## config.mk

```make
export PLATFORM = sky130hd
export DESIGN_NAME = wb_uart
export DESIGN_NICKNAME = d
export VERILOG_FILES = /design/src/rtl/wb_uart.sv
export SDC_FILE = /design/constraint.sdc
export NUM_CORES = 1
export LEC_CHECK = 0
export CORE_UTILIZATION = 57
export DETAILED_ROUTE_END_ITERATION = 10
export HOLD_SLACK_MARGIN = 0.1
export MAX_ROUTING_LAYER = met4
export PLACE_DENSITY = 0.81
export SLEW_MARGIN = 20
export SYNTH_ARGS = -nofsm -noshare
export SYNTH_HDL_FRONTEND = slang
export SYNTH_SLANG_ARGS = --single-unit
```

## constraint.sdc

```tcl
create_clock -name clk_i -period 3.4 [get_ports clk_i]
set_input_delay 0.68 -clock clk_i [delete_from_list [all_inputs] [get_ports clk_i]]
set_output_delay 0.68 -clock clk_i [all_outputs]
set_load 0.01 [all_outputs]
```

## src/rtl/wb_uart.sv

```systemverilog
// wb_uart: Wishbone classic slave UART (8N1) with a TX FIFO, a single-byte RX
// holding register, sticky status flags and a programmable baud divisor.
//
// rx state | meaning
// RX_IDLE  | line idle, waiting for a synchronized falling edge
// RX_START | counting to the start-bit centre, false start returns to idle
// RX_DATA  | sampling 8 data bits, LSB first, one per bit period
// RX_STOP  | sampling the stop bit, then commit the byte or flag a frame error
module wb_uart #(
    parameter int          FIFO_DEPTH      = 8,
    parameter logic [15:0] DEFAULT_DIVISOR = 16'd433
) (
    input  logic        clk_i,
    input  logic        rst_n_i,
    input  logic        cyc_i,
    input  logic        stb_i,
    input  logic        we_i,
    input  logic [31:0] adr_i,
    input  logic [3:0]  sel_i,
    input  logic [31:0] dat_i,
    output logic [31:0] dat_o,
    output logic        ack_o,
    output logic        err_o,
    output logic        tx_o,
    input  logic        rx_i
);
    localparam int AW = $clog2(FIFO_DEPTH);

    typedef enum logic [1:0] {RX_IDLE, RX_START, RX_DATA, RX_STOP} rx_state_t;

    logic [15:0] divisor;
    logic        req;
    logic [1:0]  adr_q;
    logic        we_q;
    logic [1:0]  sel_q;
    logic [15:0] wdat_q;
    logic [31:0] rd_mux;
    logic        wr_data, wr_stat, wr_div, rd_data;

    logic [7:0]  mem [FIFO_DEPTH];
    logic [AW:0] wr_ptr, rd_ptr;
    logic        tx_full, tx_empty, push, drop_set;

    logic        tx_busy, tx_bit_end, tx_last, tx_load;
    logic [15:0] tx_cnt;
    logic [3:0]  tx_idx;
    logic [8:0]  tx_sh;

    logic        rx_valid, rx_overrun, rx_frame_err, tx_drop;
    logic [7:0]  rx_data;

    rx_state_t   rx_state, rx_next;
    logic        rx_s1, rx_s2, rx_prev, rx_fall, rx_tick;
    logic [15:0] rx_cnt, half_m1;
    logic [16:0] half_sum;
    logic [2:0]  rx_bits;
    logic [7:0]  rx_sh;
    logic        cnt_half, cnt_bit, rx_shift, rx_done, rx_ferr;

    logic unused;
    assign unused = ^{adr_i[31:4], adr_i[1:0], sel_i[3:2], dat_i[31:16], half_sum[0]};

    // ---------------- bus front end ----------------
    assign req = cyc_i & stb_i & ~ack_o & ~err_o;

    always_comb begin
        rd_mux = 32'h0;
        case (adr_i[3:2])
            2'd0: rd_mux = {24'h0, rx_data};
            2'd1: rd_mux = {25'h0, tx_drop, rx_frame_err, rx_overrun, rx_valid,
                            tx_busy, tx_empty, tx_full};
            2'd2: rd_mux = {16'h0, divisor};
            default: rd_mux = 32'h0;
        endcase
    end

    always_ff @(posedge clk_i or negedge rst_n_i) begin
        if (!rst_n_i) begin
            ack_o  <= 1'b0;
            err_o  <= 1'b0;
            dat_o  <= 32'h0;
            adr_q  <= 2'd0;
            we_q   <= 1'b0;
            sel_q  <= 2'd0;
            wdat_q <= 16'h0;
        end else if (req) begin
            ack_o  <= (adr_i[3:2] != 2'd3);
            err_o  <= (adr_i[3:2] == 2'd3);
            dat_o  <= we_i ? 32'h0 : rd_mux;
            adr_q  <= adr_i[3:2];
            we_q   <= we_i;
            sel_q  <= sel_i[1:0];
            wdat_q <= dat_i[15:0];
        end else begin
            ack_o <= 1'b0;
            err_o <= 1'b0;
            dat_o <= 32'h0;
        end
    end

    // All register side effects happen on the edge that closes the ack cycle.
    assign wr_data = ack_o & we_q & (adr_q == 2'd0) & sel_q[0];
    assign wr_stat = ack_o & we_q & (adr_q == 2'd1) & sel_q[0];
    assign wr_div  = ack_o & we_q & (adr_q == 2'd2);
    assign rd_data = ack_o & ~we_q & (adr_q == 2'd0);

    always_ff @(posedge clk_i or negedge rst_n_i) begin
        if (!rst_n_i) begin
            divisor <= DEFAULT_DIVISOR;
        end else if (wr_div) begin
            if (sel_q[0]) divisor[7:0]  <= wdat_q[7:0];
            if (sel_q[1]) divisor[15:8] <= wdat_q[15:8];
        end
    end

    // ---------------- TX FIFO ----------------
    assign tx_empty = (wr_ptr == rd_ptr);
    assign tx_full  = (wr_ptr[AW] != rd_ptr[AW]) && (wr_ptr[AW-1:0] == rd_ptr[AW-1:0]);
    assign push     = wr_data & (~tx_full | tx_load);
    assign drop_set = wr_data & tx_full & ~tx_load;

    always_ff @(posedge clk_i) begin
        if (push) mem[wr_ptr[AW-1:0]] <= wdat_q[7:0];
    end

    always_ff @(posedge clk_i or negedge rst_n_i) begin
        if (!rst_n_i) begin
            wr_ptr <= '0;
            rd_ptr <= '0;
        end else begin
            if (push)    wr_ptr <= wr_ptr + 1'b1;
            if (tx_load) rd_ptr <= rd_ptr + 1'b1;
        end
    end

    // ---------------- TX shifter ----------------
    assign tx_bit_end = tx_busy && (tx_cnt == 16'd0);
    assign tx_last    = tx_bit_end && (tx_idx == 4'd9);
    // Reloading on the final stop-bit edge keeps queued frames back to back.
    assign tx_load    = ~tx_empty && (~tx_busy || tx_last);

    always_ff @(posedge clk_i or negedge rst_n_i) begin
        if (!rst_n_i) begin
            tx_busy <= 1'b0;
            tx_o    <= 1'b1;
            tx_cnt  <= 16'd0;
            tx_idx  <= 4'd0;
            tx_sh   <= 9'h1ff;
        end else if (tx_load) begin
            tx_busy <= 1'b1;
            tx_o    <= 1'b0;
            tx_sh   <= {1'b1, mem[rd_ptr[AW-1:0]]};
            tx_idx  <= 4'd0;
            tx_cnt  <= divisor;
        end else if (tx_last) begin
            tx_busy <= 1'b0;
            tx_o    <= 1'b1;
        end else if (tx_bit_end) begin
            tx_o   <= tx_sh[0];
            tx_sh  <= {1'b1, tx_sh[8:1]};
            tx_idx <= tx_idx + 4'd1;
            tx_cnt <= divisor;
        end else if (tx_busy) begin
            tx_cnt <= tx_cnt - 16'd1;
        end
    end

    // ---------------- RX receiver ----------------
    always_ff @(posedge clk_i or negedge rst_n_i) begin
        if (!rst_n_i) begin
            rx_s1   <= 1'b1;
            rx_s2   <= 1'b1;
            rx_prev <= 1'b1;
        end else begin
            rx_s1   <= rx_i;
            rx_s2   <= rx_s1;
            rx_prev <= rx_s2;
        end
    end

    assign rx_fall  = rx_prev & ~rx_s2;
    assign rx_tick  = (rx_cnt == 16'd0);
    assign half_sum = {1'b0, divisor} + 17'd1;
    assign half_m1  = (half_sum[16:1] == 16'd0) ? 16'd0 : half_sum[16:1] - 16'd1;

    always_ff @(posedge clk_i or negedge rst_n_i) begin
        if (!rst_n_i) rx_state <= RX_IDLE;
        else          rx_state <= rx_next;
    end

    always_comb begin
        rx_next = rx_state;
        case (rx_state)
            RX_IDLE:  if (rx_fall) rx_next = RX_START;
            RX_START: if (rx_tick) rx_next = rx_s2 ? RX_IDLE : RX_DATA;
            RX_DATA:  if (rx_tick && rx_bits == 3'd7) rx_next = RX_STOP;
            RX_STOP:  if (rx_tick) rx_next = RX_IDLE;
            default:  rx_next = RX_IDLE;
        endcase
    end

    always_comb begin
        cnt_half = (rx_state == RX_IDLE) & rx_fall;
        cnt_bit  = rx_tick & (((rx_state == RX_START) & ~rx_s2) | (rx_state == RX_DATA));
        rx_shift = rx_tick & (rx_state == RX_DATA);
        rx_done  = rx_tick & (rx_state == RX_STOP) & rx_s2;
        rx_ferr  = rx_tick & (rx_state == RX_STOP) & ~rx_s2;
    end

    always_ff @(posedge clk_i or negedge rst_n_i) begin
        if (!rst_n_i) begin
            rx_cnt  <= 16'd0;
            rx_bits <= 3'd0;
            rx_sh   <= 8'h0;
        end else begin
            if (cnt_half)       rx_cnt <= half_m1;
            else if (cnt_bit)   rx_cnt <= divisor;
            else if (!rx_tick)  rx_cnt <= rx_cnt - 16'd1;
            if (cnt_half)       rx_bits <= 3'd0;
            else if (rx_shift)  rx_bits <= rx_bits + 3'd1;
            if (rx_shift)       rx_sh <= {rx_s2, rx_sh[7:1]};
        end
    end

    // ---------------- status flags ----------------
    // Setting events take priority over both read-clear and write-1-to-clear.
    always_ff @(posedge clk_i or negedge rst_n_i) begin
        if (!rst_n_i) begin
            rx_data      <= 8'h0;
            rx_valid     <= 1'b0;
            rx_overrun   <= 1'b0;
            rx_frame_err <= 1'b0;
            tx_drop      <= 1'b0;
        end else begin
            if (rx_done) rx_data <= rx_sh;

            if (rx_done)      rx_valid <= 1'b1;
            else if (rd_data) rx_valid <= 1'b0;

            if (rx_done && rx_valid && !rd_data) rx_overrun <= 1'b1;
            else if (wr_stat && wdat_q[4])       rx_overrun <= 1'b0;

            if (rx_ferr)                   rx_frame_err <= 1'b1;
            else if (wr_stat && wdat_q[5]) rx_frame_err <= 1'b0;

            if (drop_set)                  tx_drop <= 1'b1;
            else if (wr_stat && wdat_q[6]) tx_drop <= 1'b0;
        end
    end

endmodule

```

; Yosys cells after proc, flatten, opt, wreduce, memory -nomap -nowiden
; Memory sizes are Yosys's and may differ from the RTL's.
; Index checks and enable logic that the tools add are counted.
[word_totals]
regBits = 154
latchBits = 0
ram_bits = 64
rom_bits = 0
in_bits = 74
output_inout_bits = 35
word_cells = 163
mem_count = 1
[op_classes]
n_addsub = 8
multipliers = 0
n_div = 0
n_lt_le_gt_ge = 0
n_eq_ne = 20
shift = 0
muxes = 42
bitwise = 32
reduce_logical = 32
[memory_table]
columns = memory, depth, width, rd, rd_clocked_by_memory_dff, write_ports, line_no
row1 = mem, 8, 8, 1, 0, 1, 40  ; logic [7:0] mem [FIFO_DEPTH];
[op_table]
columns = operator, n
row1 = 16-bit two-way mux, 8
row2 = 32-bit two-way mux, 2
row3 = 16-bit zero test, 3
row4 = 16-bit case mux with 3 select lines, 1
row5 = "16-bit by 1-bit subtractor with 16-bit output, second input constant", 3
row6 = 9-bit two-way mux, 3
row7 = 1-bit bitwise AND, 22
row8 = "16-bit by 1-bit adder with 17-bit output, second input constant", 1
row9 = 1-bit two-way mux, 17
row10 = 2-bit nonzero test, 7
row11 = "4-bit by 1-bit adder with 4-bit output, second input constant", 3
row12 = 4-bit two-way mux, 3
row13 = "2-bit == test, second input constant", 5
row14 = 1-bit logical AND, 10
row15 = 2-bit two-way mux, 5
row16 = "2-bit != test, second input constant", 5
row17 = 1-bit inverter, 8
row18 = 2-bit case mux with 4 select lines, 1
row19 = 2-bit AND reduction, 4
row20 = "2-bit by 1-bit == test with 1-bit output, second input constant", 3
row21 = 2-bit zero test, 3
row22 = 3-bit two-way mux, 2
row23 = 3-bit nonzero test, 2
row24 = 4-bit == test, 1
row25 = other kinds (11), 12

; Logic depth before layout (Yosys ltp)
[depth]
ltp_word = 9
depth_mapped = 11
depth_no_buf = 10

; Worst setup path after synthesis
; No wires, ideal clock.
[synth_path]
path_type = flip-flop to flip-flop
from = register tx_cnt[0]
to = memory mem[0][0] (enable)
setup_time_ps = 383
arrival_time_ps = 2477
required_ps = 3017
setup_slack_ps = 539
stages_incl_launch_ff = 10
n_path_buf = 0
synth_period_minus_slack_ps = 2861
path_cell_list = dfrtp_1 inv_1 ha_1 nor4b_1 nand4_1 o21ai_1 nor3_1 nor3b_2 nand2b_1 nor3_1
[synth_via]
elab_chain_len = 9
[synth_lines]
columns = item, line_no
row1 = "start, declared", 45  ; logic [15:0] tx_cnt;
row2 = "start signal, assigned", 154  ; tx_cnt <= divisor;
row3 = "start signal, assigned", 162  ; tx_cnt <= divisor;
row4 = "start signal, assigned", 164  ; tx_cnt <= tx_cnt - 16'd1;
row5 = 16-bit zero test, 137  ; assign tx_bit_end = tx_busy && (tx_cnt == 16'd0);
row6 = 1-bit logical AND, 137
row7 = 1-bit logical AND, 138  ; assign tx_last = tx_bit_end && (tx_idx == 4'd9);
row8 = 1-bit logical OR, 140  ; assign tx_load = ~tx_empty && (~tx_busy || tx_last);
row9 = 1-bit logical AND, 140
row10 = 1-bit OR, 119  ; assign push = wr_data & (~tx_full | tx_load);
row11 = 1-bit bitwise AND, 119
row12 = 1-bit two-way mux, 123  ; if (push) mem[wr_ptr[AW-1:0]] <= wdat_q[7:0];
row13 = 1-bit two-way mux (implied by the code), 123
row14 = "end, declared", 40
; No other way between the ends.

; Worst setup path after layout
[layout_path]
from = register tx_cnt[0]
to = memory mem[7][2] (enable)
; Same word-level chain as after synthesis.

==> results.toml <==
[power_and_ir_drop]
p_total_mw = 7.61
power_density_nw_per_um2 = 671
ir_drop_uv = 457
leakagePower_nw = 4.62

[placed_design]
dp.cells = 1141
numPortBuffers = 44
place_area_um2 = 10500
dp_slack_ns = 0.298
place_hpwl_mm = 14.3
finalWeightedCongestion = 0.883

[die]
boundaryPins = 109
die_x_um = 134
die_area_um2 = 17900
coreArea_um2 = 16800
fp-row-count = 47
initial_core_util_pct = 59.0
fp.dieH_um = 134

[global_route]
grt_max_degree = 80
grt_pass1_vias = 7038
grt_pass1_wl_mm = 36.7
grtUsageTotal_pct = 26.9
antenna_found_initial = 0
grt_remaining_overflow = 0

[job]
maxCapViolCount = 0

[critical_path]
worstReg2RegStart = "tx_cnt[0]"
rr_endpoint = "mem[7][2]"
end_kind = "register"
r2r_cells = 9
crit_arrival_ns = 3.35
cp_max_fo = 8
startpoint_type = "register"
worst_ep_required_time_ns = 3.58
worstSetupPathType = "register to register"
rrSetupSlack_ns = 0.22

[routing]
drc = 0
routed_wl_mm = 22.3
drtPass1Iterations = 5
wl_per_cell_um = 18.9
drtIter0Drc = 528
final_antenna_net_count = 0
dr_total_vias = 7149
drt-vias-per-instance = 6.05

[final_layout]
finalNonFillerCells = 1181
syn_to_final_growth_pct = 14.2
fill_cells = 1239
fin_area_um2 = 11300
diodes = 0
drive_gt1_share_pct = 15.8
nets = 1031
multi_input_area_um2 = 4200
final_util_pct = 67.4
ff_latch_area_um2 = 5370

[yosys]
synth_area_um2 = 9920
yosys_most_used_dff = "dfrtp_1"
synth.distinct_cells = 71
async_reset_ff_share_pct = 68.2
yosys_warnings = 0
ys_seq_area_share_pct = 54.1
synth_seq_cells = 201
synth_edf_count = 64
syn_avg_cell_area_um2 = 11.0
syn_inst = 902

[timing]
slew_viol_final = 0
relSlewSlack_pct = 36.4
finClkSkew_ns = 0.0101
setup_tns_ns = 0
min_period_ns = 3.18
setup_violations = 0
hold_ws_ns = 0.218
max_freq_mhz = 315
rsz0062_at_grt = "false"
worstMarginPinSlew_ns = 0.955
timing.final.ws_setup_ns = 0.223
hold_violations = 0
fin_crit_sh_pct = 93.4

[clock_tree]
cts_buffer_depth = 3
clkLatencyLatePin_ns = 0.51
htree_levels = 1
cts_resized = 0
postCtsSetupBuffers = 0
root_buffer = "clkbuf_16"
cts_tree = "built"
cts_num_sinks = 201
postCtsHoldBufs = 0
clk_pin_slew_ns = 0.06
cts_buffers = 22

[hold_path]
hp-class = "primary input to async pin"

[status]
status = "finished clean"
==> worst max-delay path, stage by stage (launching register included) <==
cell	delay, ns
dfrtp_1	0.40
inv_1	0.07
ha_1	0.27
nor4b_1	0.36
nand4_1	0.30
o21ai_1	0.35
nor3_1	0.14
nor3b_2	0.42
nand4_1	0.22
inv_1	0.32
==> worst max path at each step <==
stage	cells after the start	start	slack (ns)	endpoint
2_1_floorplan	9	tx_cnt[0]	0.54	mem[0][0]
3_3_place_gp	10	divisor[0]	0.41	rx_cnt[8]
3_5_place_dp	10	divisor[0]	0.30	rx_cnt[8]
4_1_cts	10	divisor[0]	0.19	rx_cnt[8]
5_1_grt	10	divisor[0]	0.10	rx_cnt[8]
6_report	9	tx_cnt[0]	0.22	mem[7][2]
==> cells in the final DEF (no fill, tap or decap), types with 15 or more instances in the layout <==
cell type,count
a21oi_1,50
buf_4,24
clkbuf_16,22
clkdlybuf4s50_1,43
conb_1,16
dfrtp_1,120
dfstp_2,17
edfxtp_1,64
inv_1,17
mux2_2,34
mux2i_1,25
mux4_2,16
nand2_1,140
nand3_1,23
nor2_1,75
nor3_1,21
o21ai_0,41
xnor2_1,32
xor2_1,15
==> cell families after synthesis <==
| family | share of synthesized area (%) |
|---|---|
| compound gates | 9.42 |
| xor+xnor | 4.15 |
| fa+ha+maj | 1.51 |
| buf+inv | 4.25 |
| flops | 54.1 |
| mux | 10.0 |
| other cells | 0.0378 |
| simple gates | 16.5 |
==> metal layers <==
layer	vias up	global-route usage, %	share of wire [%]
li1	3272	-	-
met1	3548	36.9	43
met2	279	42.0	48
met3	50	2.83	6.4
met4	0	9.60	2.7
met5	-	-	0
==> registers in the layout, summed over array words and instances, names as in the netlist, 2 cells and up, named ones only <==
name,count
sel_q,2
rx_sh,8
rd_ptr,4
wr_ptr,4
tx_sh,8
divisor,16
wdat_q,16
adr_q,2
tx_idx,4
mem,64
rx_bits,3
rx_cnt,16
dat_o,16
tx_cnt,16
rx_data,8
==> report_power, final <==
group          switching, mW  total, mW  internal, mW
Clock                  0.962       2.55          1.58
Combinational          0.992       1.82         0.827
Sequential             0.408       3.25          2.84
==> cells in the mapped netlist (4+ instances only) <==
library cell	count	area (um^2)
nand3b_1	4	30.0
buf_4	17	128
nand2_1	140	526
a31oi_1	4	25.0
or3_1	9	56.3
mux2i_1	25	250
mux2_2	34	383
o21ai_1	5	25.0
inv_1	17	63.8
and2_1	11	68.8
mux4_2	16	360
ha_1	12	150
nor3_1	21	105
xnor2_1	32	280
dfstp_2	17	447
o221ai_2	7	105
o21ai_0	41	205
nand2b_1	7	43.8
xor2_1	15	131
nand3_1	23	115
a21oi_1	50	250
nor4_1	7	43.8
o31ai_1	4	30.0
clkbuf_1	26	97.6
buf_2	15	75.1
o22ai_1	5	31.3
nand4_1	12	75.1
buf_1	4	15.0
dfrtp_1	120	3000
nor2_1	75	282
edfxtp_1	64	1920
==> cell type report <==
| type | count | share of cell area (%) |
|---|---|---|
| Timing Repair Buffer | 69 | 5.66 |
| Clock inverter | 11 | 1.50 |
| Multi-Input combinational cell | 634 | 37.0 |
| Tap cell | 220 | 2.43 |
| Sequential cell | 201 | 47.4 |
| Clock buffer | 29 | 5.44 |
| Inverter | 17 | 0.563 |
Note: power is estimated with default switching activity, not from simulation.
